**src/rtl/uart_tx_fifo.sv**
```systemverilog
// UART transmitter behind a DEPTH-word FIFO; frames go out LSB-first, one bit per baud_tick.
// Start bit on the first tick after a push into an idle block; o_ready drops only while the FIFO is full.
module uart_tx_fifo #(
  parameter int DATA_BITS = 8,
  parameter int PARITY    = 0,
  parameter int STOP_BITS = 1,
  parameter int DEPTH     = 4
) (
  input  logic                   i_clk,
  input  logic                   i_rst_n,
  input  logic [DATA_BITS-1:0]   i_data,
  input  logic                   i_valid,
  output logic                   o_ready,
  input  logic                   baud_tick,
  output logic                   o_out,
  output logic                   o_busy,
  output logic [$clog2(DEPTH):0] o_count
);

  localparam int AW = $clog2(DEPTH);
  localparam int IW = $clog2(DATA_BITS);
  localparam logic [AW:0] FULL_CNT = DEPTH[AW:0];

  typedef enum logic [2:0] {
    S_IDLE,
    S_START,
    S_DATA,
    S_PARITY,
    S_STOP
  } state_t;

  state_t               state;
  logic [DATA_BITS-1:0] mem [DEPTH];
  logic [AW-1:0]        wr_ptr;
  logic [AW-1:0]        rd_ptr;
  logic [DATA_BITS-1:0] shreg;
  logic [IW-1:0]        bit_idx;
  logic                 stop_cnt;
  logic                 push;
  logic                 pop;
  logic                 fifo_empty;
  logic                 last_stop;

  assign fifo_empty = (o_count == '0);
  assign o_ready    = (o_count != FULL_CNT);
  assign push       = i_valid && o_ready;
  assign last_stop  = (state == S_STOP) && (stop_cnt == 1'(STOP_BITS - 1));
  // A pop only ever happens on a tick, from IDLE or from the tick closing the last stop bit.
  assign pop        = baud_tick && !fifo_empty && ((state == S_IDLE) || last_stop);
  assign o_busy     = (state != S_IDLE) || !fifo_empty;

  always_ff @(posedge i_clk) begin
    if (push) begin
      mem[wr_ptr] <= i_data;
    end
  end

  always_ff @(posedge i_clk or negedge i_rst_n) begin
    if (!i_rst_n) begin
      wr_ptr  <= '0;
      rd_ptr  <= '0;
      o_count <= '0;
    end else begin
      if (push) begin
        wr_ptr <= wr_ptr + 1'b1;
      end
      if (pop) begin
        rd_ptr <= rd_ptr + 1'b1;
      end
      case ({push, pop})
        2'b10:   o_count <= o_count + 1'b1;
        2'b01:   o_count <= o_count - 1'b1;
        default: o_count <= o_count;
      endcase
    end
  end

  // Parity is taken from the whole captured word, so shreg is indexed rather than shifted.
  always_ff @(posedge i_clk or negedge i_rst_n) begin
    if (!i_rst_n) begin
      state    <= S_IDLE;
      o_out    <= 1'b1;
      shreg    <= '0;
      bit_idx  <= '0;
      stop_cnt <= 1'b0;
    end else if (baud_tick) begin
      case (state)
        S_IDLE: begin
          if (pop) begin
            shreg <= mem[rd_ptr];
            o_out <= 1'b0;
            state <= S_START;
          end
        end
        S_START: begin
          o_out   <= shreg[0];
          bit_idx <= '0;
          state   <= S_DATA;
        end
        S_DATA: begin
          if (bit_idx == IW'(DATA_BITS - 1)) begin
            if (PARITY != 0) begin
              o_out <= (PARITY == 1) ? ^shreg : ~^shreg;
              state <= S_PARITY;
            end else begin
              o_out    <= 1'b1;
              stop_cnt <= 1'b0;
              state    <= S_STOP;
            end
          end else begin
            bit_idx <= bit_idx + 1'b1;
            o_out   <= shreg[bit_idx + 1'b1];
          end
        end
        S_PARITY: begin
          o_out    <= 1'b1;
          stop_cnt <= 1'b0;
          state    <= S_STOP;
        end
        S_STOP: begin
          if (last_stop) begin
            if (pop) begin
              shreg <= mem[rd_ptr];
              o_out <= 1'b0;
              state <= S_START;
            end else begin
              state <= S_IDLE;
            end
          end else begin
            stop_cnt <= 1'b1;
          end
        end
        default: begin
          o_out <= 1'b1;
          state <= S_IDLE;
        end
      endcase
    end
  end

endmodule

```
**config.mk**
```make
export PLATFORM = sky130hd
export DESIGN_NAME = uart_tx_fifo
export DESIGN_NICKNAME = d
export VERILOG_FILES = /design/src/rtl/uart_tx_fifo.sv
export SDC_FILE = /design/constraint.sdc
export NUM_CORES = 1
export LEC_CHECK = 0
export CAP_MARGIN = 0
export CORE_MARGIN = 2
export CORE_UTILIZATION = 40
export CTS_CLUSTER_SIZE = 28
export DETAILED_ROUTE_END_ITERATION = 10
export GPL_ROUTABILITY_DRIVEN = 0
export GPL_TIMING_DRIVEN = 0
export PLACE_DENSITY_LB_ADDON = 0.12
export RECOVER_POWER = 50
export SYNTH_ARGS = -nofsm -noshare
export SYNTH_HDL_FRONTEND = slang
export SYNTH_SLANG_ARGS = --single-unit
```
**constraint.sdc**
```tcl
create_clock -name i_clk -period 2.3 [get_ports i_clk]
set_input_delay 0.46 -clock i_clk [delete_from_list [all_inputs] [get_ports i_clk]]
set_output_delay 0.46 -clock i_clk [all_outputs]
set_load 0.05 [all_outputs]
```
; After elaboration in Yosys (flattened, before gate mapping)
; Memories as Yosys holds them, arrays and structs flattened.
; Index checks and enable logic that the tools add are counted.
[totals]
latch_bits = 0
inputBits = 12
mem_bits_rw = 32
reg_bits = 23
elab_cells = 70
output_inout_bits = 6
mem_count = 1
romBits = 0
[mem_list]
columns = name, depth, width, read_ports, rd_clocked_by_memory_dff, wr, line
row1 = mem, 4, 8, 1, 0, 1, 33  ; logic [DATA_BITS-1:0] mem [DEPTH];
[op_classes]
n_addsub = 5
bitwise = 1
n_reduce_logical = 19
mul = 0
mux = 22
shifts = 0
n_eq_ne = 13
div_mod_pow = 0
magnitude_cmp = 1
[ops]
columns = op, n
row1 = $mux W8, 2
row2 = $pmux W8 S2, 1
row3 = $pmux W3 S5, 1
row4 = $mux W3, 4
row5 = $pmux W3 S2, 2
row6 = $ne A2 B2 Y1 const B, 5
row7 = $mux W1, 9
row8 = $reduce_and A4 Y1, 2
row9 = $add A3 B1 Y3 const B, 2
row10 = $eq A3 B2 Y1 const B, 2
row11 = $eq A3 B3 Y1 const B, 2
row12 = $logic_not A3 Y1, 2
row13 = $reduce_and A3 Y1, 2
row14 = $reduce_bool A2 Y1, 3
row15 = $reduce_bool A3 Y1, 2
row16 = $add A2 B1 Y2 const B, 2
row17 = $logic_and A1 B1 Y1, 4
row18 = $lt A3 B4 Y1 const B, 1
row19 = $pmux W1 S4, 1
row20 = $bmux W1 S3, 1
row21 = $eq A3 B1 Y1 const B, 1
row22 = $ne A3 B3 Y1 const B, 1
row23 = $pmux W1 S3, 1
row24 = $sub A3 B1 Y3 const B, 1
row25 = 6 further kinds, 7

; Logic depth before layout (Yosys ltp)
; Gate-level depths: netlist of run 1.
[depth]
ltp_word = 7
depth_mapped = 10
mapped_depth_nobuf = 10

; Worst setup path after synthesis of run 1
; OpenSTA, ideal clock, no wires.
[synth_timing]
path_type = reg-to-reg
start = reg o_count[2]
end = reg o_count[2]
path_slack_ns = -0.422
stages_incl_launch_ff = 10
setup_time_ns = 0.082
arrival_time_ns = 2.640
period_less_slack_ns = 2.722
required_time_ns = 2.218
path_buffers = 0
cell_sequence = dfrtp_1 nand3_1 and2_1 inv_1 ha_1 inv_1 fa_1 xor2_1 nor2_1 xor2_1
[synth_between]
word_cells_on_any_way = 12
classes_between = add/sub (2) / eq/ne (3) / mux (1) / reduce/logical (6)
[synth_rtl]
columns = element, line
row1 = "start, declared", 17  ; output logic [$clog2(DEPTH):0] o_count
row2 = "start signal, assigned", 71  ; 2'b10: o_count <= o_count + 1'b1;
row3 = "start signal, assigned", 72  ; 2'b01: o_count <= o_count - 1'b1;
row4 = "start signal, assigned", 73  ; default: o_count <= o_count;
row5 = $ne A3 B3 Y1 *, 45  ; assign o_ready = (o_count != FULL_CNT);
row6 = named net o_ready, 13  ; output logic o_ready,
row7 = $logic_and A1 B1 Y1 *, 46  ; assign push = i_valid && o_ready;
row8 = $eq A2 B1 Y1 or $eq A2 B2 Y1 (tied branches), 70  ; case ({push, pop})
row9 = $pmux W3 S2 or $reduce_bool A2 Y1 (tied branches), --
; The timed path passes the listed nets; every way through them passes the cells marked *.
; A chain may end at the register's enable or synchronous reset.

; Final worst setup path of run 1
[layout_timing]
start = reg o_count[1]
end = out o_busy
[layout_between]
elab_chain_len = 3
[layout_rtl]
columns = element, line
row1 = $logic_not A3 Y1, 44  ; assign fifo_empty = (o_count == '0);
row2 = $logic_not A1 Y1, 50  ; assign o_busy = (state != S_IDLE) || !fifo_empty;
row3 = $logic_or A1 B1 Y1, 50
row4 = "end, declared", 16  ; output logic o_busy,
; Every way passes these cells.

==> results of run 1 <==
area by class of cell:
cell class                 instances  area (um^2)
tap                               75         93.8
buffer                             4         23.8
multi-input combinational         75          815
clock buffer                       6         72.6
inverter                           8         30.0
fill                             491         3070
timing repair buffer              17          166
sequential                        55         1540
clock inverter                     2         37.5
timing repair:
item / CTS / global route
hold buffers: 0 / 0
pin swaps: 0 / 0
hold endpoints to repair: 0 / 0
resized for setup: 8 / 2
setup endpoints to repair: 2 / 2
through the flow:
stage	area [um^2]	hold slack [ns]
finish	2780	0.504
global route	2780	0.532
CTS	2790	0.507
detailed placement	2680	0.494
global placement	2680	0.486
floorplan	2410	0.164
worst paths after layout:
kind | from | endpoint | slack [ns] | depth (start not counted)
max | o_count[1] | o_busy | 0.05 | 3
min | o_count[0] | o_count[0] | 0.50 | 1
min in group asynchronous | i_rst_n | bit_idx[1] | 0.79 | 1
max reg2reg | state[1] | o_count[2] | 0.17 | 9
min reg2reg | o_count[0] | o_count[0] | 0.50 | 1
max in group asynchronous | i_rst_n | o_count[0] | 0.80 | 1
state kept, by name, indices dropped and copies added, names as in the netlist:
name      flops
mem          32
shreg         8
bit_idx       3
o_count       3
state         3
rd_ptr        2
wr_ptr        2
o_out         1
stop_cnt      1
power groups by stage:
stage          Sequential (mW)  Combinational, mW  Clock [mW]
2_1_floorplan             1.63              0.987           0
3_3_place_gp              1.53               1.39           0
3_5_place_dp              1.55               1.43           0
4_1_cts                   1.53               1.44       0.642
5_1_grt                   1.56               1.54       0.678
6_report                  1.52               1.40       0.623
critical path, cell delays in order (launching register included):
cell     delay [ns]
dfrtp_2        0.43
or3_4          0.41
or4_4          0.44
buf_4          0.21
layer usage:
| metal | vias up | global-route usage (%) | wire length [um] |
|---|---|---|---|
| met1 | 614 | 16.3 | 1710 |
| met2 | 12 | 23.7 | 2040 |
| met3 | 4 | 2.97 | 94 |
| met4 | 0 | 4.58 | 34 |
| met5 | - | 0 | 0 |
| li1 | 581 | - | - |
cell usage in the layout (no fill, tap or decap), types with 2 or more instances in the layout:
cell type and count:
and3_1 6, buf_4 2, clkbuf_1 2, clkbuf_8 5
clkdlybuf4s50_1 5, dfrtp_1 19, dfrtp_2 3, dlygate4sd3_1 10
edfxtp_1 32, ha_1 7, inv_1 8, mux2_2 13
mux2_4 2, mux4_2 10, nand2_1 3, nor2_1 5
nor3_1 2, o21ai_0 2, xnor2_1 4, xor2_1 2
logic make-up after synthesis:
family	Yosys count	synth area share [%]
AO/OA/AOI/OAI	11	3.71
adder cells (fa/ha/maj)	8	4.49
flip-flops	55	64.1
multiplexers	25	16.8
XOR/XNOR	6	2.19
buffers and inverters	13	2.45
AND/OR/NAND/NOR	25	6.26
==> summary.txt, run 1 <==
Finish
  • N_diodes: 0
  • Layout cells sized above 1: 28.7%
  • Layout area overhead: 16.0%
  • Nets@finish: 186
  • Post-layout util: 47.5%
  • Final cell count without fillers: 242

Place
  • Placed cells: around 240
  • Port buffer count: 17
  • Hpwl dp: 2.71 mm
  • Dpl ws: -0.443 ns

Global routing
  • Gr usage total: around 13%
  • Antenna violations before repair: 0
  • Global route overflow: 0
  • First-pass GRT wire length: ~6.5 mm
  • Vias in the first global route: 1,284
  • Pin count of the biggest net entering global routing: 24

Synthesis
  • Cell count after synthesis: 143
  • Yosys warning count: 0
  • Syn Nets: around 160
  • Top post-synthesis cells by area: edfxtp_1 (40%), dfrtp_1 (23%), mux4_2 (9.4%), mux2_2 (6.1%), ha_1 (3.7%)
  • Count leader, synth: edfxtp_1
  • Synth top area share: approximately 40%
  • Sequential area share after synthesis: 64.1%
  • Cell taking the most area after synthesis: edfxtp_1
  • Synthesized area: 2400 um^2
  • Commonest register cell after synthesis: edfxtp_1
  • Yosys cell types: 38
  • EDFF count, synth: 32
  • Syn avg cell area: between 15 and 20 um^2
  • Synth top cells by count: edfxtp_1 (32), dfrtp_1 (22), mux2_2 (13)
  • Post-synth ARST share: 41.8%
  • Register bit total from synthesis: 55

CTS
  • Buffers from clock root to sink, at most: 2
  • CTS tree: built
  • Total setup buffers inserted after CTS: 0
  • CTS H-tree depth: 2
  • Num Clock Sinks: between 50 and 60
  • Worst-Skew Late Latency: 0.30 ns
  • Root Driver: clkbuf_8
  • Clock transition at path regs: around 0.090 ns
  • CTS buffer count: 5

STA
  • Final Cycle Share: between 90% and 100%
  • Pins over their slew limit: 0
  • Final hold violations: 0
  • # setup viols final: 0
  • Slew headroom: 29.4%
  • RSZ-0062 raised after global routing: false
  • Layout Skew: 0.00370 ns
  • Minimum period implied by the final worst setup slack: between 2 and 2.5 ns
  • Worst-Margin Slew: 1.05 ns
  • Achievable Freq: 0.445 GHz
  • Final setup margin: 0.0519 ns
  • Setup tns final: 0 ns

Pwr
  • Sequential share of power: 43.0%
  • Comb power frac: 39.5%
  • P_leak: between 1 and 1.5 nW
  • Clk pwr share: 17.6%
  • Sw frac: between 30% and 40%
  • Final Power: between 3 and 4 mW
  • Worst VDD drop: 0.584 mV
  • P_int: ~2.4 mW
  • NetSw: 1.18 mW
  • Pwr dens: 1280 nW/um^2

Setup path
  • Req. time, crit path: 1.84 ns
  • Worst Setup Path Type: flip-flop to output port
  • Signal arrival time at the worst endpoint: 1.79 ns
  • Setup crit start kind: flip-flop
  • Worst-path fanout max: 4
  • CP endpoint kind: output port

Drt
  • Initial drt markers: 35
  • Post-DRT Antenna Nets: 0
  • Routed len/inst: about 16 um
  • TritonRoute pass-1 iters: 4
  • DRT Wirelength: 3.88 mm
  • Vias post-DR: between 1,000 and 1,500
  • Drt drc: 0
  • Vias per std cell: 5.00

Die
  • Core ar.: 5850 um^2
  • Starting Density: between 40% and 50%
  • Row count: 28
  • Die Y-Extent: 81.4 um
  • Die area: 6630 um^2
  • Num ports: 18
  • Die width: ~81 um

Status
  • Status: completed

Hold path
  • Hold Path Class: flip-flop to flip-flop

Run
  • Max-Cap Viols: 0
(Power assumes the default switching activity.)
==> run 2, diff against run 1 <==
--- a/config.mk
+++ b/config.mk
@@ -5,6 +5,7 @@
 export SDC_FILE = /design/constraint.sdc
 export NUM_CORES = 1
 export LEC_CHECK = 0
+export ABC_AREA = 1
 export CAP_MARGIN = 0
 export CORE_MARGIN = 2
 export CORE_UTILIZATION = 40
==> run 2 against run 1 <==
Effect of this change: non-clock buffer count is 2 higher; highest routed layer unchanged; count of clock-buffer cells in the layout is 1 lower; critical endpoint is now o_ready; synthesized cell count is 57% higher; total power is 2.1% lower; clock power is 13% lower; utilization is 0.19 points higher; sequential power hardly changed; register-to-register slack better by 0.04 ns; combinational power hardly changed.
==> summary.txt, run 2 <==
Status
  • Status: completed

Synthesis
  • Synth top cells by count: nor2_1 (50), edfxtp_1 (32), dfrtp_1 (22)
  • Post-synth ARST share: between 40% and 50%
  • Cell taking the most area after synthesis: edfxtp_1
  • Yosys warning count: 0
  • Yosys cell types: 28
  • Syn Nets: 245
  • Register bit total from synthesis: between 50 and 60
  • Syn avg cell area: 10.7 um^2
  • EDFF count, synth: 32
  • Synth Area in Compound Gates: 9.26%
  • Cell count after synthesis: 225
  • Post-Synth XOR/XNOR Area: 1.46%
  • Sequential area share after synthesis: 63.9%
  • Synthesized area: approximately 2400 um^2
  • Main combinational cell family by area after synthesis: simple AND/OR/NAND/NOR gates
  • Synth top area share: between 30% and 40%
  • Adder-Cell Fraction of Synth Area: about 4.5%
  • Mux cell area share after synthesis: 0%
  • Count leader, synth: nor2_1
  • Top post-synthesis cells by area: edfxtp_1 (40%), dfrtp_1 (23%), nor2_1 (7.8%), o21ai_0 (4.0%), ha_1 (3.6%)
  • Post-synthesis simple-gate area fraction: 15.8%
  • Commonest register cell after synthesis: edfxtp_1

CTS
  • Worst-Skew Late Latency: 0.31 ns
  • Root Driver: clkbuf_8
  • Num Clock Sinks: 55
  • Buffers from clock root to sink, at most: 2
  • CTS tree: built
  • CTS H-tree depth: 2
  • CTS buffer count: 5
  • Clock transition at path regs: 0.09 ns

Finish
  • Layout area overhead: 16.0%
  • Most frequent cells in the layout: nor2_1 (48), edfxtp_1 (32), inv_1 (21), o21ai_0 (21), nand2_1 (20)
  • Layout cells sized above 1: 12.0%
  • N_diodes: 0
  • Nets@finish: 270
  • Max reg flops: 32
  • Largest Register: mem
  • Final cell count without fillers: 326
  • Largest regs: mem x32, shreg x8
  • Sequential cell area: 1540 um^2
  • # fillers: 546
  • Fin area: 2790 um^2
  • Most common cell after layout, fill and taps aside: nor2_1
  • Multi-input gate area: 761 um^2

Setup path
  • CP endpoint kind: output port
  • Worst Setup Path Type: flip-flop to output port
  • Worst-path fanout max: 3
  • Setup crit start kind: flip-flop
  • Signal arrival time at the worst endpoint: 1.69 ns
  • Req. time, crit path: 1.84 ns

STA
  • Slew headroom: 28.0%
  • Worst-Margin Slew: between 1 and 1.5 ns
  • Final hold violations: 0
  • RSZ-0062 raised after global routing: false
  • # setup viols final: 0
  • Layout Skew: between 0.006 and 0.007 ns
  • Minimum period implied by the final worst setup slack: between 2 and 2.5 ns
  • Achievable Freq: 0.465 GHz
  • Setup tns final: 0 ns
  • Final Cycle Share: 93.6%
  • Pins over their slew limit: 0
  • Final setup margin: 0.148 ns

Drt
  • DRT Wirelength: 4.42 mm
  • Routed len/inst: 13.6 um
  • Drt drc: 0
  • Vias per std cell: 4.74
  • Vias post-DR: 1,545
  • Initial drt markers: 97
  • Post-DRT Antenna Nets: 0
  • TritonRoute pass-1 iters: 4

Global routing
  • Vias in the first global route: 1,576
  • Pin count of the biggest net entering global routing: 24
  • Global route overflow: 0
  • GR peak layer: met2
  • Antenna violations before repair: 0
  • Gr usage total: 15.7%
  • Met1 GRT Util: 20.0%
  • M2 GR Usage: a little over a quarter
  • Met3 GRT Util: 3.63%
  • First-pass GRT wire length: 7.58 mm

Pwr
  • Final Power: 3.47 mW
  • P_leak: 1.10 nW
  • Pwr dens: 1240 nW/um^2
  • Worst VDD drop: 0.473 mV

Place
  • Hpwl dp: around 3 mm
  • Dpl ws: -0.349 ns
  • Port buffer count: 17
  • Placed cells: 317
  • Placed inst area: 2680 um^2

Die
  • Die area: 6650 um^2
  • Die Y-Extent: 81.6 um
  • Core ar.: 5850 um^2
  • Row count: 28
  • Starting Density: 41.1%
  • Num ports: 18
  • Die width: 81.6 um

Run
  • Max-Cap Viols: 0

Hold path
  • Hold Path Class: flip-flop to flip-flop
[run 2: cell types whose count changed after synthesis, moves of 4 or more]
| cell | delta |
|---|---|
| a21oi_1 | +6 |
| a31oi_1 | +6 |
| and3_1 | -6 |
| inv_1 | +13 |
| inv_2 | +4 |
| mux2_2 | -13 |
| mux4_2 | -10 |
| nand2_1 | +18 |
| nand3_1 | +9 |
| nor2_1 | +45 |
| o21ai_0 | +17 |
| o21ai_1 | +6 |
[run 2: worst paths after layout]
path / startpoint / end / slack [ns] / cells after the start
setup / recovery: o_count[0] / o_ready / 0.15 / 3
hold / removal: o_count[0] / o_count[0] / 0.49 / 1
setup reg to reg: state[1] / o_count[2] / 0.21 / 10
hold reg to reg: o_count[0] / o_count[0] / 0.49 / 1
max in group asynchronous: i_rst_n / o_count[2] / 0.79 / 1
min in group asynchronous: i_rst_n / wr_ptr[0] / 0.79 / 1
[run 2: final cells by class]
| type | count | area share, % |
|---|---|---|
| clock buffers | 5 | 2.47 |
| multi-input cells | 140 | 27.3 |
| repair buffers | 18 | 6.41 |
| inverters | 25 | 3.45 |
| well taps | 75 | 3.36 |
| clock inverters | 3 | 0.807 |
| plain buffers | 5 | 1.03 |
| flip-flops and latches | 55 | 55.2 |
[run 2: report_power, final]
group	switching, mW	internal [mW]	total, mW
sequential	0.158	1.35	1.51
clock	0.322	0.219	0.541
combinational	0.933	0.487	1.42
total	1.41	2.06	3.47
[run 2: kinds of logic (layout without fill, tap and decap cells)]
group,Yosys count,count (layout)
and+or+nand+nor,87,87
DFF,55,55
AOI/OAI and AO/OA,41,41
buffers and inverters,30,56
adders and majority gates,8,8
xor gates and xnor gates,4,4
[run 2: layer usage]
metal / vias up / wire, um
li1: 802 / -
met1: 719 / 2090
met2: 20 / 2120
met3: 4 / 144
met4: 0 / 64
met5: - / 0
[run 2: timing repair]
item	in CTS	in global routing
endpoints found under the setup margin	2	2
hold buffers	0	0
resized for setup	2	7
buffers inserted	1	0
[run 2: critical path, stage by stage, from the launching register on]
cell and delay [ns]:
dfrtp_2 0.43, inv_1 0.14, nand3_2 0.11, clkdlybuf4s50_1 0.71
[run 2: stage by stage]
stage | hold WS [ns] | utilization [%]
6_report | 0.486 | 47.7
5_1_grt | 0.507 | 47.7
4_1_cts | 0.484 | 47.5
3_5_place_dp | 0.461 | 45.8
3_3_place_gp | 0.458 | 45.8
2_1_floorplan | 0.164 | -
